## src/rtl/reg_wb_arbiter.sv

```systemverilog
// Write-back arbiter for the 16-entry register file: round-robin ALU/load
// grant, registered write port, per-register pending scoreboard and hazards.
//
// Ports:
//   clk, reset (async, active-low), start (sync clear)
//   a_valid/a_ready/a_dest/a_data  ALU write-back request
//   b_valid/b_ready/b_dest/b_data  load-unit write-back request
//   rsv_en/rsv_dest                destination reservation from issue
//   chk_reg1/chk_reg2 -> hazard1/hazard2  decode source checks
//   rf_write_en/rf_reg_dest/rf_val_in     register file write port
//   pending                        scoreboard, one bit per register
//   waw_err                        sticky double-reservation flag
module reg_wb_arbiter #(
  parameter int NUM_REGS = 16,
  parameter int ADDR_W   = 4,
  parameter int DATA_W   = 8
) (
  input  logic                clk,
  input  logic                reset,
  input  logic                start,
  input  logic                a_valid,
  output logic                a_ready,
  input  logic [ADDR_W-1:0]   a_dest,
  input  logic [DATA_W-1:0]   a_data,
  input  logic                b_valid,
  output logic                b_ready,
  input  logic [ADDR_W-1:0]   b_dest,
  input  logic [DATA_W-1:0]   b_data,
  input  logic                rsv_en,
  input  logic [ADDR_W-1:0]   rsv_dest,
  input  logic [ADDR_W-1:0]   chk_reg1,
  input  logic [ADDR_W-1:0]   chk_reg2,
  output logic                hazard1,
  output logic                hazard2,
  output logic                rf_write_en,
  output logic [ADDR_W-1:0]   rf_reg_dest,
  output logic [DATA_W-1:0]   rf_val_in,
  output logic [NUM_REGS-1:0] pending,
  output logic                waw_err
);

  typedef enum logic {
    PTR_A = 1'b0,
    PTR_B = 1'b1
  } ptr_e;

  ptr_e                r_ptr;
  ptr_e                w_ptr_nxt;
  logic                r_we;
  logic [ADDR_W-1:0]   r_dest;
  logic [DATA_W-1:0]   r_val;
  logic [NUM_REGS-1:0] r_pend;
  logic                r_waw;

  logic                w_both;
  logic                w_grant_a;
  logic                w_grant_b;
  logic                w_xfer;
  logic [ADDR_W-1:0]   w_xdest;
  logic [DATA_W-1:0]   w_xdata;
  logic                w_we_nxt;
  logic [ADDR_W-1:0]   w_dest_nxt;
  logic [DATA_W-1:0]   w_val_nxt;
  logic [NUM_REGS-1:0] w_pend_nxt;
  logic                w_waw_nxt;
  logic                w_rsv_hit;

  // Out-of-range indices (NUM_REGS < 2**ADDR_W) read as not pending.
  function automatic logic f_bit(
    input logic [NUM_REGS-1:0] v,
    input logic [ADDR_W-1:0]   idx
  );
    logic r;
    r = 1'b0;
    for (int i = 0; i < NUM_REGS; i++) begin
      if (idx == ADDR_W'(i)) r = v[i];
    end
    return r;
  endfunction

  // Grants: start blocks both sides for the whole cycle.
  always_comb begin
    w_both    = a_valid && b_valid;
    w_grant_a = 1'b0;
    w_grant_b = 1'b0;
    if (!start) begin
      if (w_both) begin
        w_grant_a = (r_ptr == PTR_A);
        w_grant_b = (r_ptr == PTR_B);
      end else begin
        w_grant_a = a_valid;
        w_grant_b = b_valid;
      end
    end
  end

  assign a_ready = w_grant_a;
  assign b_ready = w_grant_b;
  assign w_xfer  = w_grant_a || w_grant_b;
  assign w_xdest = w_grant_a ? a_dest : b_dest;
  assign w_xdata = w_grant_a ? a_data : b_data;

  // Pointer moves to the loser only on a contested grant.
  always_comb begin
    w_ptr_nxt = r_ptr;
    if (start) begin
      w_ptr_nxt = PTR_A;
    end else if (w_both) begin
      w_ptr_nxt = w_grant_a ? PTR_B : PTR_A;
    end
  end

  // Write port: pulse for one cycle per transfer, hold dest/val otherwise.
  always_comb begin
    w_we_nxt   = 1'b0;
    w_dest_nxt = r_dest;
    w_val_nxt  = r_val;
    if (w_xfer) begin
      w_we_nxt   = 1'b1;
      w_dest_nxt = w_xdest;
      w_val_nxt  = w_xdata;
    end
  end

  // Scoreboard: a reservation beats a same-edge clear of that register.
  always_comb begin
    w_pend_nxt = r_pend;
    w_rsv_hit  = rsv_en && !start && f_bit(r_pend, rsv_dest);
    w_waw_nxt  = r_waw || w_rsv_hit;
    for (int i = 0; i < NUM_REGS; i++) begin
      if (w_xfer && (w_xdest == ADDR_W'(i))) w_pend_nxt[i] = 1'b0;
      if (rsv_en && !start && (rsv_dest == ADDR_W'(i)))
        w_pend_nxt[i] = 1'b1;
    end
    if (start) begin
      w_pend_nxt = '0;
      w_waw_nxt  = 1'b0;
    end
  end

  always_ff @(posedge clk or negedge reset) begin
    if (!reset) begin
      r_ptr  <= PTR_A;
      r_we   <= 1'b0;
      r_dest <= '0;
      r_val  <= '0;
      r_pend <= '0;
      r_waw  <= 1'b0;
    end else begin
      r_ptr  <= w_ptr_nxt;
      r_we   <= w_we_nxt;
      r_dest <= w_dest_nxt;
      r_val  <= w_val_nxt;
      r_pend <= w_pend_nxt;
      r_waw  <= w_waw_nxt;
    end
  end

  assign rf_write_en = r_we;
  assign rf_reg_dest = r_dest;
  assign rf_val_in   = r_val;
  assign pending     = r_pend;
  assign waw_err     = r_waw;

  // The register file's read data is registered on the commit edge, so a
  // register being written this cycle still reads stale and must stall.
  assign hazard1 = f_bit(r_pend, chk_reg1)
                || (r_we && (r_dest == chk_reg1));
  assign hazard2 = f_bit(r_pend, chk_reg2)
                || (r_we && (r_dest == chk_reg2));

endmodule

```

## config.mk

```make
export PLATFORM = sky130hd
export DESIGN_NAME = reg_wb_arbiter
export DESIGN_NICKNAME = d
export VERILOG_FILES = /design/src/rtl/reg_wb_arbiter.sv
export SDC_FILE = /design/constraint.sdc
export NUM_CORES = 1
export LEC_CHECK = 0
export ABC_AREA = 0
export BUFFER_PORTS_ARGS = -buffer_cell sky130_fd_sc_hd__buf_2
export CAP_MARGIN = 40
export CELL_PAD_IN_SITES_DETAIL_PLACEMENT = 1
export CELL_PAD_IN_SITES_GLOBAL_PLACEMENT = 1
export CORE_MARGIN = 1
export CORE_UTILIZATION = 39
export CTS_CLUSTER_SIZE = 28
export DETAILED_ROUTE_END_ITERATION = 7
export PLACE_DENSITY = 0.91
export SYNTH_ARGS = -nofsm -noshare
export SYNTH_HDL_FRONTEND = slang
export SYNTH_SLANG_ARGS = --single-unit
```

## constraint.sdc

```tcl
create_clock -name clk -period 3.9 [get_ports clk]
set_clock_uncertainty 0.15 [all_clocks]
set_input_delay 0.78 -clock clk [delete_from_list [all_inputs] [get_ports clk]]
set_output_delay 0.78 -clock clk [all_outputs]
set_load 0.05 [all_outputs]
```

==> run metrics, run 1 <==
status=complete, no violations; overall via count from detail_route=2164; Final Hold Vio Count=0; Final Core Density=51.0%; final setup vio count=0; PD cells=382 mW/mm²; crit path max fanout=9; top_reg_cell synth=dfrtp_1; CTS tree=yes; post-synthesis sequential area ratio=37.3%; first-pass GRT wire length=10500 µm; Post-Syn Area=0.00208 mm²; Starting Density=40.7%; unrepaired setup endpoints after global routing=false; layout cells sized above 1=30.9%; maximum clock rate=0.290 GHz; clock tree buffer depth=2; Tot Pwr=0.995 mW; initial antenna violation count=0; dpl ws=0.442 ns; worst setup margin=0.450 ns; unique cell type count in the Yosys netlist=41; Post-Syn Area per Cell=9.05 µm²; max cap viols=0; Final TNS setup=0 ns; PortBufs=75; row cnt=26; Final Non-Filler Cells=371; Post-synth EDFFs=0; CTS clk-pin slew, worst paths=0.07 ns; Post-Syn Instances=230; GPL Wtd Cong=0.959; Critical Path, Cell by Cell=buf_2, mux4_1, mux4_2, a311o_1, buf_2; slew margin rel.=54.4%; Setup CP Type=in -> out; area of the die=0.00563 mm²; TritonRoute pass-1 iters=4; Tcrit/Tclk final=88.5%; vias in the first global route=2108; Root Buffer Master=clkbuf_8; H-tree Lvls=2; Tightest Hold Check Type=reg -> reg; post-synthesis register bit count=31; fin nets=342; dpl cell area=0.00249 mm²; Setup Fix Bufs, Post-CTS=0; drt wl/cell=18.8 µm; Placed Cells=363; post-route ant nets=0; Critical Path Start Type=input pin; final instance area=0.00261 mm²; aggregate global routing overflow=0; Pleak=1.27 nW; Synth Warn #=0; Post-CTS Hold Fix Bufs=0; Multi-input gate area=0.00120 mm²; Die Height=75.0 µm; CTS Sinks=31; Layout area overhead=25.3%; total wire length=6990 µm; CP most frequent cell=buf_2; via/cell ratio=5.83; ys async rst share=100%; CTS buffer count=5; fin crit period=3.45 ns; Critical Path AT=2.52 ns; drt first-iter violations=179; Final HPWL DP=5100 µm; Clk Latency, worst-skew pair=0.29 ns; Syn Nets=272; FF+latch area=776 µm²; Die X-Extent=75.0 µm; Filler cells=636; # diodes=0; GRT Total Usage=25.4%; CP max stage delay=0.58 ns; Core ar.=0.00511 mm²; CP Capture Type=primary output; count of pins over their slew limit=0; WP data required=2.97 ns; I/O pins=76; hold slack=0.321 ns; largest net degree at the start of global routing=32; worst vdd ir=0.187 mV; Crit path buffers/inverters=2; # resized after CTS=0; DRC=0; worst-margin pin slew=0.684 ns; CP delay by family, top=multiplexers; slowest stage cell, crit path=mux4_1
==> area by class of cell <==
cell class                      count  area share [%]
Clock buffer                        6            3.17
Inverter                           11            1.58
Multi-Input combinational cell    175            46.1
Tap cell                           70            3.36
Sequential cell                    31            29.8
Timing Repair Buffer               76            14.7
Clock inverter                      2            1.34
==> final timing paths <==
kind,start,end,slack [ns],cells after the start
setup / recovery,chk_reg1[0],hazard1,0.45,5
hold / removal,rf_val_in[0]$_DFFE_PN0P_,rf_val_in[0]$_DFFE_PN0P_,0.32,2
setup reg to reg,r_ptr$_DFFE_PN0P_,pending[14]$_DFFE_PN0P_,1.87,6
hold reg to reg,rf_val_in[0]$_DFFE_PN0P_,rf_val_in[0]$_DFFE_PN0P_,0.32,2
max in group asynchronous,reset,pending[10]$_DFFE_PN0P_,2.77,1
min in group asynchronous,reset,rf_reg_dest[2]$_DFFE_PN0P_,0.38,1
==> where the power goes <==
part | switching [mW] | leakage, nW | internal (mW)
combinational | 0.206 | 0.802 | 0.0821
sequential | 0.0275 | 0.407 | 0.348
clock | 0.125 | 0.0612 | 0.207
==> flip-flops by register name, indices dropped and copies added (netlist names) <==
name	cells
pending	16
r_ptr	1
rf_reg_dest	4
rf_val_in	8
rf_write_en	1
waw_err	1
==> cells by family after synthesis <==
group | count (synthesis) | synth area share (%)
muxes | 17 | 13.3
and+or+nand+nor | 76 | 17.4
xor gates and xnor gates | 9 | 3.79
buffers and inverters | 24 | 4.99
AOI/OAI and AO/OA | 73 | 23.2
DFF | 31 | 37.3
==> synthesized netlist by cell type, types with 2 or more instances <==
cell type / count / area share, %
nor2b_1: 8 / 2.4
nor2_1: 10 / 1.8
o31ai_1: 2 / 0.72
o2bb2ai_1: 2 / 0.84
nand3_1: 6 / 1.4
o32a_1: 2 / 0.96
and3_1: 2 / 0.60
a31oi_1: 5 / 1.5
clkbuf_1: 8 / 1.4
mux4_2: 6 / 6.5
nand3b_1: 3 / 1.1
xor2_1: 7 / 2.9
nand2b_1: 7 / 2.1
a32oi_1: 2 / 0.84
o32ai_1: 2 / 0.84
dfrtp_1: 31 / 37
xnor2_1: 2 / 0.84
nor3_1: 2 / 0.48
buf_2: 2 / 0.48
nand2_1: 33 / 6.0
mux2i_1: 9 / 4.3
inv_1: 10 / 1.8
mux4_1: 2 / 2.5
a22oi_1: 10 / 3.6
a311o_1: 2 / 0.96
o211ai_1: 8 / 2.9
a21oi_1: 12 / 2.9
o21a_1: 2 / 0.72
o21ai_0: 20 / 4.8
nand4_1: 2 / 0.60
==> routing by layer <==
layer / global-route usage, % / part of all wire (%) / vias up
met3: 4.15 / 5.9 / 20
met4: 12.6 / 3.0 / 0
met5: 0 / 0 / -
met2: 41.6 / 51 / 85
met1: 32.8 / 40 / 1066
li1: - / - / 993
==> tightest hold or removal path: stages (launching register included) <==
cell and delay, ns:
dfrtp_1 0.34, nand2_1 0.05, nand2_1 0.05
==> placed cells by master (no fill, tap or decap), types with 3 or more instances in the layout <==
cell	Yosys	routed
o21ai_0	20	20
mux4_2	6	6
nor2b_1	8	8
nand2b_1	7	7
nand3_1	6	6
clkbuf_8	0	6
inv_1	10	10
a22oi_1	10	10
xor2_1	7	7
nor2_1	10	10
o211ai_1	8	8
nand2_1	33	33
mux2i_1	9	9
nand3b_1	3	3
a31oi_1	5	5
buf_2	2	75
a21oi_1	12	12
dfrtp_1	31	31
Note: power is estimated with default switching activity, not from simulation.
==> inputs of run 2 (changes only) <==
--- a/config.mk
+++ b/config.mk
@@ -14,7 +14,7 @@
 export CORE_UTILIZATION = 39
 export CTS_CLUSTER_SIZE = 28
 export DETAILED_ROUTE_END_ITERATION = 7
-export PLACE_DENSITY = 0.91
+export PLACE_DENSITY_LB_ADDON = 0.3
 export SYNTH_ARGS = -nofsm -noshare
 export SYNTH_HDL_FRONTEND = slang
 export SYNTH_SLANG_ARGS = --single-unit
==> run metrics, run 2 (synthesis results as in run 1) <==
status=complete, no violations; fin nets=342; Final HPWL DP=5210 µm; Die X-Extent=75.0 µm; drt first-iter violations=110; initial antenna violation count=0; Critical Path AT=2.50 ns; drt wl/cell=19.0 µm; # diodes=0; Final Hold Vio Count=0; fin crit period=3.43 ns; slew margin rel.=51.9%; Crit path buffers/inverters=2; Setup CP Type=in -> out; CTS clk-pin slew, worst paths=0.06 ns; Multi-input gate area=0.00120 mm²; Starting Density=40.7%; R2R Path End=pending[10]$_DFFE_PN0P_; Final Non-Filler Cells=370; CTS buffer count=5; commonest non-fill, non-tap cells in the layout=buf_2, nand2_1, dfrtp_1; worst-margin pin slew=0.721 ns; hold slack=0.318 ns; H-tree Lvls=2; clock tree buffer depth=2; Pleak=1.26 nW; count of pins over their slew limit=0; FF+latch area=776 µm²; Final Core Density=50.4%; PD cells=359 mW/mm²; Tcrit/Tclk final=88.0%; most common cell after layout, fill and taps aside=buf_2; Tightest Hold Check Type=reg -> reg; Placed Cells=363; CP Capture Type=primary output; vias in the first global route=2134; layout cells sized above 1=30.7%; Clk Latency, worst-skew pair=0.28 ns; I/O pins=76; CTS Sinks=31; Critical Path, Cell by Cell=buf_2, mux4_1, mux4_2, a311o_1, buf_2; max reg flops=16; first-pass GRT wire length=10900 µm; CP max stage delay=0.57 ns; Post-CTS Hold Fix Bufs=0; Die Height=75.0 µm; Hold Path Sink=rf_val_in[7]$_DFFE_PN0P_; crit path max fanout=9; largest net degree at the start of global routing=32; slowest stage cell, crit path=mux4_1; PortBufs=75; Root Buffer Master=clkbuf_8; post-route ant nets=0; aggregate global routing overflow=0; worst vdd ir=0.210 mV; overall via count from detail_route=2160; Final TNS setup=0 ns; max cap viols=0; GPL Wtd Cong=0.870; unrepaired setup endpoints after global routing=false; HP Start=rf_val_in[7]$_DFFE_PN0P_; GRT Total Usage=26.6%; final setup vio count=0; R2R cell count=6; Filler cells=635; CP delay by family, top=multiplexers; # resized after CTS=0; total wire length=7010 µm; maximum clock rate=0.291 GHz; R2R Path Start=r_ptr$_DFFE_PN0P_; DRC=0; row cnt=26; CP most frequent cell=buf_2; Core ar.=0.00511 mm²; Critical Path Start Type=input pin; reg2reg setup slack=1.87 ns; Layout area overhead=23.8%; via/cell ratio=5.84; TritonRoute pass-1 iters=4; Worst Hold Path Cells=2; CTS tree=yes; area of the die=0.00563 mm²; WP data required=2.97 ns; Setup Fix Bufs, Post-CTS=0
[run 2: cell count changes in the layout (fill, tap and decap cells not counted), sizes merged]
cell and change:
bufinv -1
[run 2: how the worst max path moves through the flow]
stage	from	end	slack (ns)	cells past startpoint
final	chk_reg1[0]	hazard1	0.47	5
after global routing	chk_reg1[0]	hazard1	0.41	5
after CTS	chk_reg1[0]	hazard1	0.47	5
after detailed placement	chk_reg1[0]	hazard1	0.47	5
after global placement	chk_reg1[0]	hazard1	0.50	5
after floorplan	chk_reg1[0]	hazard1	0.62	4
[run 2: per-stage QoR]
step / instance area (µm²) / worst slack (ns) / total power [mW]
after floorplan: 2080 / 0.624 / 0.575
after global placement: 2490 / 0.503 / 0.660
after detailed placement: 2490 / 0.470 / 0.670
after CTS: 2580 / 0.471 / 0.929
after global routing: 2580 / 0.411 / 0.975
final: 2580 / 0.468 / 0.925
[run 2: power breakdown]
part	total, mW	switching, mW	internal [mW]
clock	0.261	0.122	0.138
sequential	0.376	0.0275	0.348
combinational	0.288	0.206	0.0821
[run 2: routing by layer]
layer | up-vias | part of all wire, % | track usage (%)
li1 | 985 | - | -
met1 | 1076 | 44 | 34.2
met2 | 77 | 48 | 42.4
met3 | 22 | 5.4 | 6.96
met4 | 0 | 2.9 | 11.5
met5 | - | 0 | 0
[run 2: final cells by class]
class / instances / share of cell area, %
tap: 70 / 3.40
clock inverter: 1 / 0.194
sequential: 31 / 30.1
multi-input combinational: 175 / 46.6
clock buffer: 6 / 3.21
timing repair buffer: 76 / 14.9
inverter: 11 / 1.60
[run 2: worst register-to-register path: cells and delay by family (launching register included)]
kind,cells,cell delay [ns]
buf+inv,1,0.18
flops,1,0.38
simple gates,3,0.44
compound gates,2,0.75
==> inputs of run 3 (changes only) <==
--- a/config.mk
+++ b/config.mk
@@ -15,6 +15,7 @@
 export CTS_CLUSTER_SIZE = 28
 export DETAILED_ROUTE_END_ITERATION = 7
 export PLACE_DENSITY_LB_ADDON = 0.3
+export RECOVER_POWER = 50
 export SYNTH_ARGS = -nofsm -noshare
 export SYNTH_HDL_FRONTEND = slang
 export SYNTH_SLANG_ARGS = --single-unit
==> run metrics, run 3 (synthesis results as in run 1) <==
status=complete, but fails checks; failing checks=capacitance limit, slew limit; TritonRoute pass-1 iters=4; max cap viols=1; Core ar.=0.00511 mm²; # diodes=0; worst vdd ir=0.209 mV; via/cell ratio=5.88; Crit path buffers/inverters=2; crit path max fanout=9; CTS buffer count=5; fin nets=342; unrepaired setup endpoints after global routing=false; most common cell after layout, fill and taps aside=buf_2; CTS clk-pin slew, worst paths=0.06 ns; CP most frequent cell=buf_2; aggregate global routing overflow=0; # resized after CTS=0; slew margin rel.=-15.1%; Critical Path AT=2.50 ns; GPL Wtd Cong=0.870; Tcrit/Tclk final=88.1%; commonest non-fill, non-tap cells in the layout=buf_2, nand2_1, dfrtp_1; Final Non-Filler Cells=370; PortBufs=75; post-route ant nets=0; clock tree buffer depth=2; largest net degree at the start of global routing=32; Starting Density=40.7%; drt first-iter violations=112; GRT Total Usage=26.6%; maximum clock rate=0.291 GHz; overall via count from detail_route=2175; H-tree Lvls=2; Post-CTS Hold Fix Bufs=0; row cnt=26; PD cells=360 mW/mm²; Pleak=1.19 nW; CTS Sinks=31; Die X-Extent=75.0 µm; Final HPWL DP=5210 µm; Tightest Hold Check Type=reg -> reg; Clk Latency, worst-skew pair=0.28 ns; Die Height=75.0 µm; first-pass GRT wire length=10900 µm; drt wl/cell=19.0 µm; DRC=0; Critical Path, Cell by Cell=buf_2, mux4_1, mux4_2, a311o_1, buf_2; Critical Path Start Type=input pin; I/O pins=76; Setup Fix Bufs, Post-CTS=0; CP Capture Type=primary output; slowest stage cell, crit path=mux4_1; CP max stage delay=0.58 ns; initial antenna violation count=0; Final TNS setup=0 ns; Root Buffer Master=clkbuf_8; vias in the first global route=2134; Final Hold Vio Count=0; final setup vio count=0; WP data required=2.97 ns; max reg flops=16; Layout area overhead=22.7%; CP delay by family, top=multiplexers; total wire length=7020 µm; Placed Cells=363; CTS tree=yes; layout cells sized above 1=24.7%; worst-margin pin slew=1.73 ns; Filler cells=638; Setup CP Type=in -> out; fin crit period=3.43 ns; area of the die=0.00563 mm²; count of pins over their slew limit=32
-- run 3: changes by cell type in the layout (fill, tap and decap cells not counted) --
cell,before,now
buf_2,75,57
clkbuf_1,0,18
-- run 3: per-layer routing --
| layer | track usage (%) | routed length (µm) | vias up |
|---|---|---|---|
| met2 | 42.4 | 3320 | 82 |
| met4 | 11.5 | 233 | 0 |
| met5 | 0 | 0 | - |
| met1 | 34.2 | 3070 | 1084 |
| li1 | - | - | 985 |
| met3 | 6.96 | 397 | 24 |
-- run 3: per-stage QoR --
stage / hold slack, ns / worst slack (ns) / utilization (%) / area, µm² / power, mW
5_1_grt: 0.358 / 0.411 / 50.0 / 2550 / 0.970
4_1_cts: 0.325 / 0.471 / 50.4 / 2580 / 0.929
2_1_floorplan: 0.334 / 0.624 / - / 2080 / 0.575
6_report: 0.323 / 0.465 / 50.0 / 2550 / 0.920
3_5_place_dp: 0.309 / 0.470 / 48.7 / 2490 / 0.670
3_3_place_gp: 0.304 / 0.503 / 48.7 / 2490 / 0.660
-- run 3: worst paths after layout --
check,cells after the start,endpoint,slack (ns),start
setup / recovery,5,hazard1,0.47,chk_reg1[0]
hold / removal,2,rf_val_in[7]$_DFFE_PN0P_,0.32,rf_val_in[7]$_DFFE_PN0P_
setup reg to reg,6,pending[10]$_DFFE_PN0P_,1.85,r_ptr$_DFFE_PN0P_
hold reg to reg,2,rf_val_in[7]$_DFFE_PN0P_,0.32,rf_val_in[7]$_DFFE_PN0P_
max in group asynchronous,1,pending[1]$_DFFE_PN0P_,1.81,reset
min in group asynchronous,1,rf_write_en$_DFF_PN0_,0.79,reset
-- run 3: where the power goes --
part,internal [mW],leakage (nW),total [mW],switching (mW)
combinational,0.0764,0.739,0.283,0.207
clock,0.138,0.0470,0.261,0.123
sequential,0.348,0.407,0.376,0.0280
-- run 3: final cells by class --
| cell class | count | area, µm² | area share (%) |
|---|---|---|---|
| clock buffers | 6 | 82.6 | 3.23 |
| clock inverters | 1 | 5.00 | 0.196 |
| inverters | 11 | 41.3 | 1.62 |
| multi-input cells | 175 | 1200 | 47.0 |
| flip-flops and latches | 31 | 776 | 30.4 |
| well taps | 70 | 87.6 | 3.43 |
| repair buffers | 76 | 360 | 14.1 |
-- run 3: tightest hold or removal path, cell delays in order, from the launching register on --
cell and delay, ns:
dfrtp_1 0.34, nand2_1 0.05, nand2_1 0.06
